$ cat config.mk
export PLATFORM = sky130hd
export DESIGN_NAME = pc_fetch_ctrl
export DESIGN_NICKNAME = d
export VERILOG_FILES = /design/src/rtl/cpu_pkg.sv /design/src/rtl/sat_counter.sv /design/src/rtl/pc_fetch_ctrl.sv
export SDC_FILE = /design/constraint.sdc
export NUM_CORES = 1
export LEC_CHECK = 0
export BUFFER_PORTS_ARGS = -buffer_cell sky130_fd_sc_hd__buf_2
export CAP_MARGIN = 15
export CORE_MARGIN = 3
export CORE_UTILIZATION = 54
export CTS_CLUSTER_SIZE = 30
export DETAILED_ROUTE_END_ITERATION = 8
export HOLD_SLACK_MARGIN = 0.12
export PLACE_DENSITY_LB_ADDON = 0.12
export SYNTH_ARGS = -nofsm -noshare
export SYNTH_HDL_FRONTEND = slang
export SYNTH_SLANG_ARGS = --single-unit
$ cat constraint.sdc
create_clock -name clk -period 3.8 [get_ports clk]
set_input_delay 0.57 -clock clk [delete_from_list [all_inputs] [get_ports clk]]
set_output_delay 0.57 -clock clk [all_outputs]
set_load 0.1 [all_outputs]
$ cat src/rtl/cpu_pkg.sv
// Shared CPU constants: architectural PC width, instruction size and reset vector.
package cpu_pkg;
  localparam int unsigned XLEN       = 32;
  localparam int unsigned INSN_BYTES = 4;
  localparam logic [31:0] RESET_PC   = 32'h0000_0000;
endpackage

$ cat src/rtl/sat_counter.sv
// Up-counter that sticks at all-ones instead of wrapping.
module sat_counter #(
  parameter int unsigned W = 16
) (
  input  logic         clk,
  input  logic         rst,
  input  logic         inc,
  output logic [W-1:0] q
);

  logic [W-1:0] r_q;
  logic         w_full;

  assign w_full = &r_q;
  assign q      = r_q;

  always_ff @(posedge clk or posedge rst) begin
    if (rst) begin
      r_q <= '0;
    end else if (inc && !w_full) begin
      r_q <= r_q + W'(1);
    end
  end

endmodule

$ cat src/rtl/pc_fetch_ctrl.sv
// Fetch PC register and next-PC mux, with an ID->EX recovery PC for mispredict repair,
// pipeline flush generation and saturating branch statistics.
module pc_fetch_ctrl #(
  parameter int unsigned       XLEN     = cpu_pkg::XLEN,
  parameter logic [XLEN-1:0]   RESET_PC = XLEN'(cpu_pkg::RESET_PC),
  parameter int unsigned       CNT_W    = 16
) (
  input  logic              clk,
  input  logic              rst,
  input  logic              stall,
  input  logic              id_branch,
  input  logic [XLEN-1:0]   id_pc,
  input  logic [XLEN-1:0]   id_target,
  input  logic              pred,
  input  logic              ex_branch,
  input  logic              fail,
  output logic [XLEN-1:0]   pc_o,
  output logic              if_id_flush,
  output logic              id_ex_flush,
  output logic [CNT_W-1:0]  branch_cnt,
  output logic [CNT_W-1:0]  mispred_cnt,
  output logic              rec_err
);

  import cpu_pkg::*;

  localparam logic [XLEN-1:0] Step = XLEN'(INSN_BYTES);

  logic [XLEN-1:0] r_pc;
  logic [XLEN-1:0] r_ex_rec_pc;
  logic            r_ex_rec_valid;
  logic            r_rec_err;

  logic [XLEN-1:0] w_next_pc;
  logic            w_take;
  logic            w_capture;

  // A predicted-taken branch is only acted on when it actually leaves ID this cycle.
  assign w_take    = pred & id_branch & ~stall;
  assign w_capture = id_branch & ~stall & ~fail;

  always_comb begin
    w_next_pc = r_pc + Step;
    if (fail) begin
      w_next_pc = r_ex_rec_pc;
    end else if (stall) begin
      w_next_pc = r_pc;
    end else if (pred && id_branch) begin
      w_next_pc = id_target;
    end
  end

  always_ff @(posedge clk or posedge rst) begin
    if (rst) begin
      r_pc <= RESET_PC;
    end else begin
      r_pc <= w_next_pc;
    end
  end

  // Recovery PC is the path the predictor did not choose.
  always_ff @(posedge clk or posedge rst) begin
    if (rst) begin
      r_ex_rec_pc    <= '0;
      r_ex_rec_valid <= 1'b0;
    end else begin
      r_ex_rec_valid <= w_capture;
      if (w_capture) begin
        r_ex_rec_pc <= pred ? (id_pc + Step) : id_target;
      end
    end
  end

  always_ff @(posedge clk or posedge rst) begin
    if (rst) begin
      r_rec_err <= 1'b0;
    end else if (fail && !r_ex_rec_valid) begin
      r_rec_err <= 1'b1;
    end
  end

  sat_counter #(
    .W (CNT_W)
  ) u_branch_cnt (
    .clk (clk),
    .rst (rst),
    .inc (ex_branch),
    .q   (branch_cnt)
  );

  sat_counter #(
    .W (CNT_W)
  ) u_mispred_cnt (
    .clk (clk),
    .rst (rst),
    .inc (fail),
    .q   (mispred_cnt)
  );

  assign pc_o        = r_pc;
  assign id_ex_flush = fail;
  assign if_id_flush = fail | w_take;
  assign rec_err     = r_rec_err;

endmodule

==> results.yml <==
floorplan:
  core-area_sq_um: 10000
  ios: 138
  initial_utilization_pct: 56.9
  chipHeight_um: 109
  rows: 36
  die_area_sq_um: 11900
  die_w_um: 109
global_route:
  grt_usage_pct: 26.2
  grt_first_pass_wirelength_mm: 24.4
  antenna_found_initial: 0
  first_global_vias: 4876
  grt_max_degree: 54
  grt-ovfl-total: 0
setup_path:
  cp.arrival_ns: 1.85
  critPathLaunchType: "input pin"
  r2r_start: "pc_o[5]$_DFFE_PP0P_"
  crit_end: "if_id_flush"
  reg2reg_setup_slack_ns: 1.63
  critical_path_class: "in -> out"
  worstReg2RegEnd: "pc_o[29]$_DFFE_PP0P_"
  rr_worst_depth: 5
  worstPathMaxFanout: 21
  cp.required_ns: 3.23
  crit_start: "id_branch"
  end_kind: "output pin"
clocking:
  clkSinkCount: 98
  cts.clk_slew.worst_paths_ns: 0.09
  root_buffer: "clkbuf_8"
  cts_tree: "yes"
  post-cts-setup-buffers: 0
  cts_made_buffers: 9
  cts_max_level: 3
  cts.path.max_buffers: 2
  cts_resized: 0
  cts_hold_buf: 0
  clk_latency_ns: 0.37
route:
  avgRoutedWirePerCell_um: 17.2
  dr.pass1.iters: 5
  drc: 0
  routed_wl_mm: 15.4
  routed-via-count: 5263
  via_per_inst: 5.87
  ant_nets: 0
  drtIter0Drc: 511
placed_design:
  numPortBuffers: 137
  placed_cells: 880
  place_congestion: 0.911
  dp_hpwl_mm: 11.5
hold_path:
  hold_class: "in -> async"
logic_synthesis:
  synth.avg_cell_area_sq_um: 8.99
  synth_nets: 711
  synth_top_flop_cell: "dfrtp_1"
  synth.ff_latch_count: 98
  async_flop_share_pct: 100
  ys_types: 47
  syn-cell-area_sq_um: 5720
  synth_edf_count: 0
  netlist_instances: 636
  yosysWarnings: 0
  seq_area_frac_synth_pct: 42.9
layout:
  final_cell_count_no_fill: 896
  synthToLayoutAreaGrowth_pct: 18.2
  drive_above_1_share_pct: 23.1
  diodes: 0
  nets: 833
job:
  drv_cap: 0
timing:
  max_slew.worst_pin.slew_ns: 0.864
  period_needed_ns: 2.42
  finalMaxSlewViolations: 0
  fin_skew_ns: 0.00927
  rsz0062_at_grt: "false"
  clock.fmax_mhz: 412
  relSlewSlack_pct: 41.9
  setup_tns_ns: 0
  setup_viol_count_final: 0
  fin_crit_sh_pct: 63.8
  hold_viol_final: 0
outcome:
  outcome: "completed"
pwr:
  powerDensity_nw_per_um2: 584
  power_leakage_nw: 2.99
  peakVddDrop_mv: 0.513
## area by class of cell
type / count / area (sq um)
fillers: 843 / 3290
multi-input cells: 491 / 3080
flip-flops and latches: 98 / 2450
repair buffers: 145 / 761
well taps: 133 / 166
clock buffers: 12 / 145
clock inverters: 4 / 98.8
inverters: 13 / 51.3
## routing by layer
layer / global-route usage (%) / vias up / wire [um]
met4: 10.0 / 0 / 286
met1: 38.0 / 2482 / 6850
li1: - / 2552 / -
met2: 39.6 / 206 / 7040
met3: 3.91 / 23 / 1230
met5: 0 / - / 0
## Yosys cell counts, types with 4 or more instances
cell type	number	area, sq um
nor2b_1	4	25.0
nor3_1	15	75.1
and4_1	8	70.1
mux2i_1	7	70.1
a21oi_1	45	225
nand3_1	32	160
a31oi_1	6	37.5
o21ai_0	44	220
a21o_1	11	82.6
ha_1	4	50.1
nor3b_1	19	143
nor4_1	5	31.3
nor2_1	33	124
xor2_1	36	315
and3_1	14	87.6
mux2_2	4	45.0
or3_1	5	31.3
nand4_1	22	138
nand2_1	73	274
a211oi_1	4	30.0
a22oi_1	17	128
xnor2_1	38	333
o221ai_1	19	166
inv_1	12	45.0
dfrtp_1	98	2450
o22ai_1	4	25.0
clkbuf_1	33	124
## flip-flops by register name, summed over array words and instances (netlist names)
signal / cells
pc_o: 32
r_ex_rec_pc: 32
u_branch_cnt.q: 16
rec_err: 1
u_mispred_cnt.q: 16
r_ex_rec_valid: 1
## metrics by stage
step	util (%)	cell area, sq um	power, W	hold slack [ns]	worst slack [ns]
finish	67.3	6760	0.00394	0.258	1.38
global route	67.3	6760	0.00411	0.296	1.28
CTS	67.3	6760	0.00395	0.277	1.38
global placement	64.8	6510	0.00310	0.436	1.41
floorplan	-	5720	0.00278	0.449	0.668
detailed placement	64.8	6510	0.00314	0.439	1.38
## layout by cell type, fill, tap and decap left out, drive strengths merged, types with 2 or more instances in the layout
cell type | netlist | routed
mux2 | 4 | 4
a21oi | 45 | 45
o221ai | 20 | 20
nor4 | 6 | 6
bufinv | 0 | 3
inv | 13 | 13
and3 | 15 | 15
nor2b | 4 | 4
a21o | 11 | 11
xnor2 | 38 | 38
nand2 | 74 | 74
a22oi | 17 | 17
nor3 | 15 | 15
nand4 | 22 | 22
and4 | 8 | 8
o21ai | 45 | 45
a221oi | 2 | 2
dfrtp | 98 | 98
or3 | 5 | 5
mux2i | 7 | 7
ha | 4 | 4
or3b | 2 | 2
and2 | 2 | 2
clkbuf | 33 | 12
xor2 | 36 | 36
nand3 | 33 | 33
nor2 | 33 | 33
nor3b | 19 | 19
buf | 1 | 145
o22ai | 4 | 4
a31oi | 6 | 6
a211oi | 4 | 4
or2 | 2 | 2
## worst min path at each step
stage / start / to / slack, ns
final: rst / u_branch_cnt.q[13]$_DFFE_PP0P_ / 0.26
after global routing: rst / u_branch_cnt.q[8]$_DFFE_PP0P_ / 0.30
after floorplan: r_ex_rec_pc[12]$_DFFE_PP0P_ / r_ex_rec_pc[12]$_DFFE_PP0P_ / 0.45
after global placement: rec_err$_DFFE_PP0P_ / rec_err$_DFFE_PP0P_ / 0.44
after detailed placement: rec_err$_DFFE_PP0P_ / rec_err$_DFFE_PP0P_ / 0.44
after CTS: rst / u_branch_cnt.q[12]$_DFFE_PP0P_ / 0.28
## cells by family after synthesis
kind of cell / count (synthesis) / synth area share [%]
AO/OA/AOI/OAI: 158 / 17.3
XOR/XNOR: 74 / 11.3
adder cells (fa/ha/maj): 4 / 0.876
buffers and inverters: 47 / 3.15
flip-flops: 98 / 42.9
multiplexers: 11 / 2.01
AND/OR/NAND/NOR: 244 / 22.4
## where the power goes
part           total, W  switching [W]  leakage [nW]  internal, W
clock network  0.000822       0.000365         0.121     0.000458
registers       0.00146       0.000230          1.23      0.00123
logic           0.00166        0.00132          1.64     0.000336
## critical path, stage by stage
cell	delay, ns
buf_2	0.13
nand2_1	0.51
nor2_1	0.12
or2_2	0.34
buf_12	0.18
Note: power is estimated with default switching activity, not from simulation.
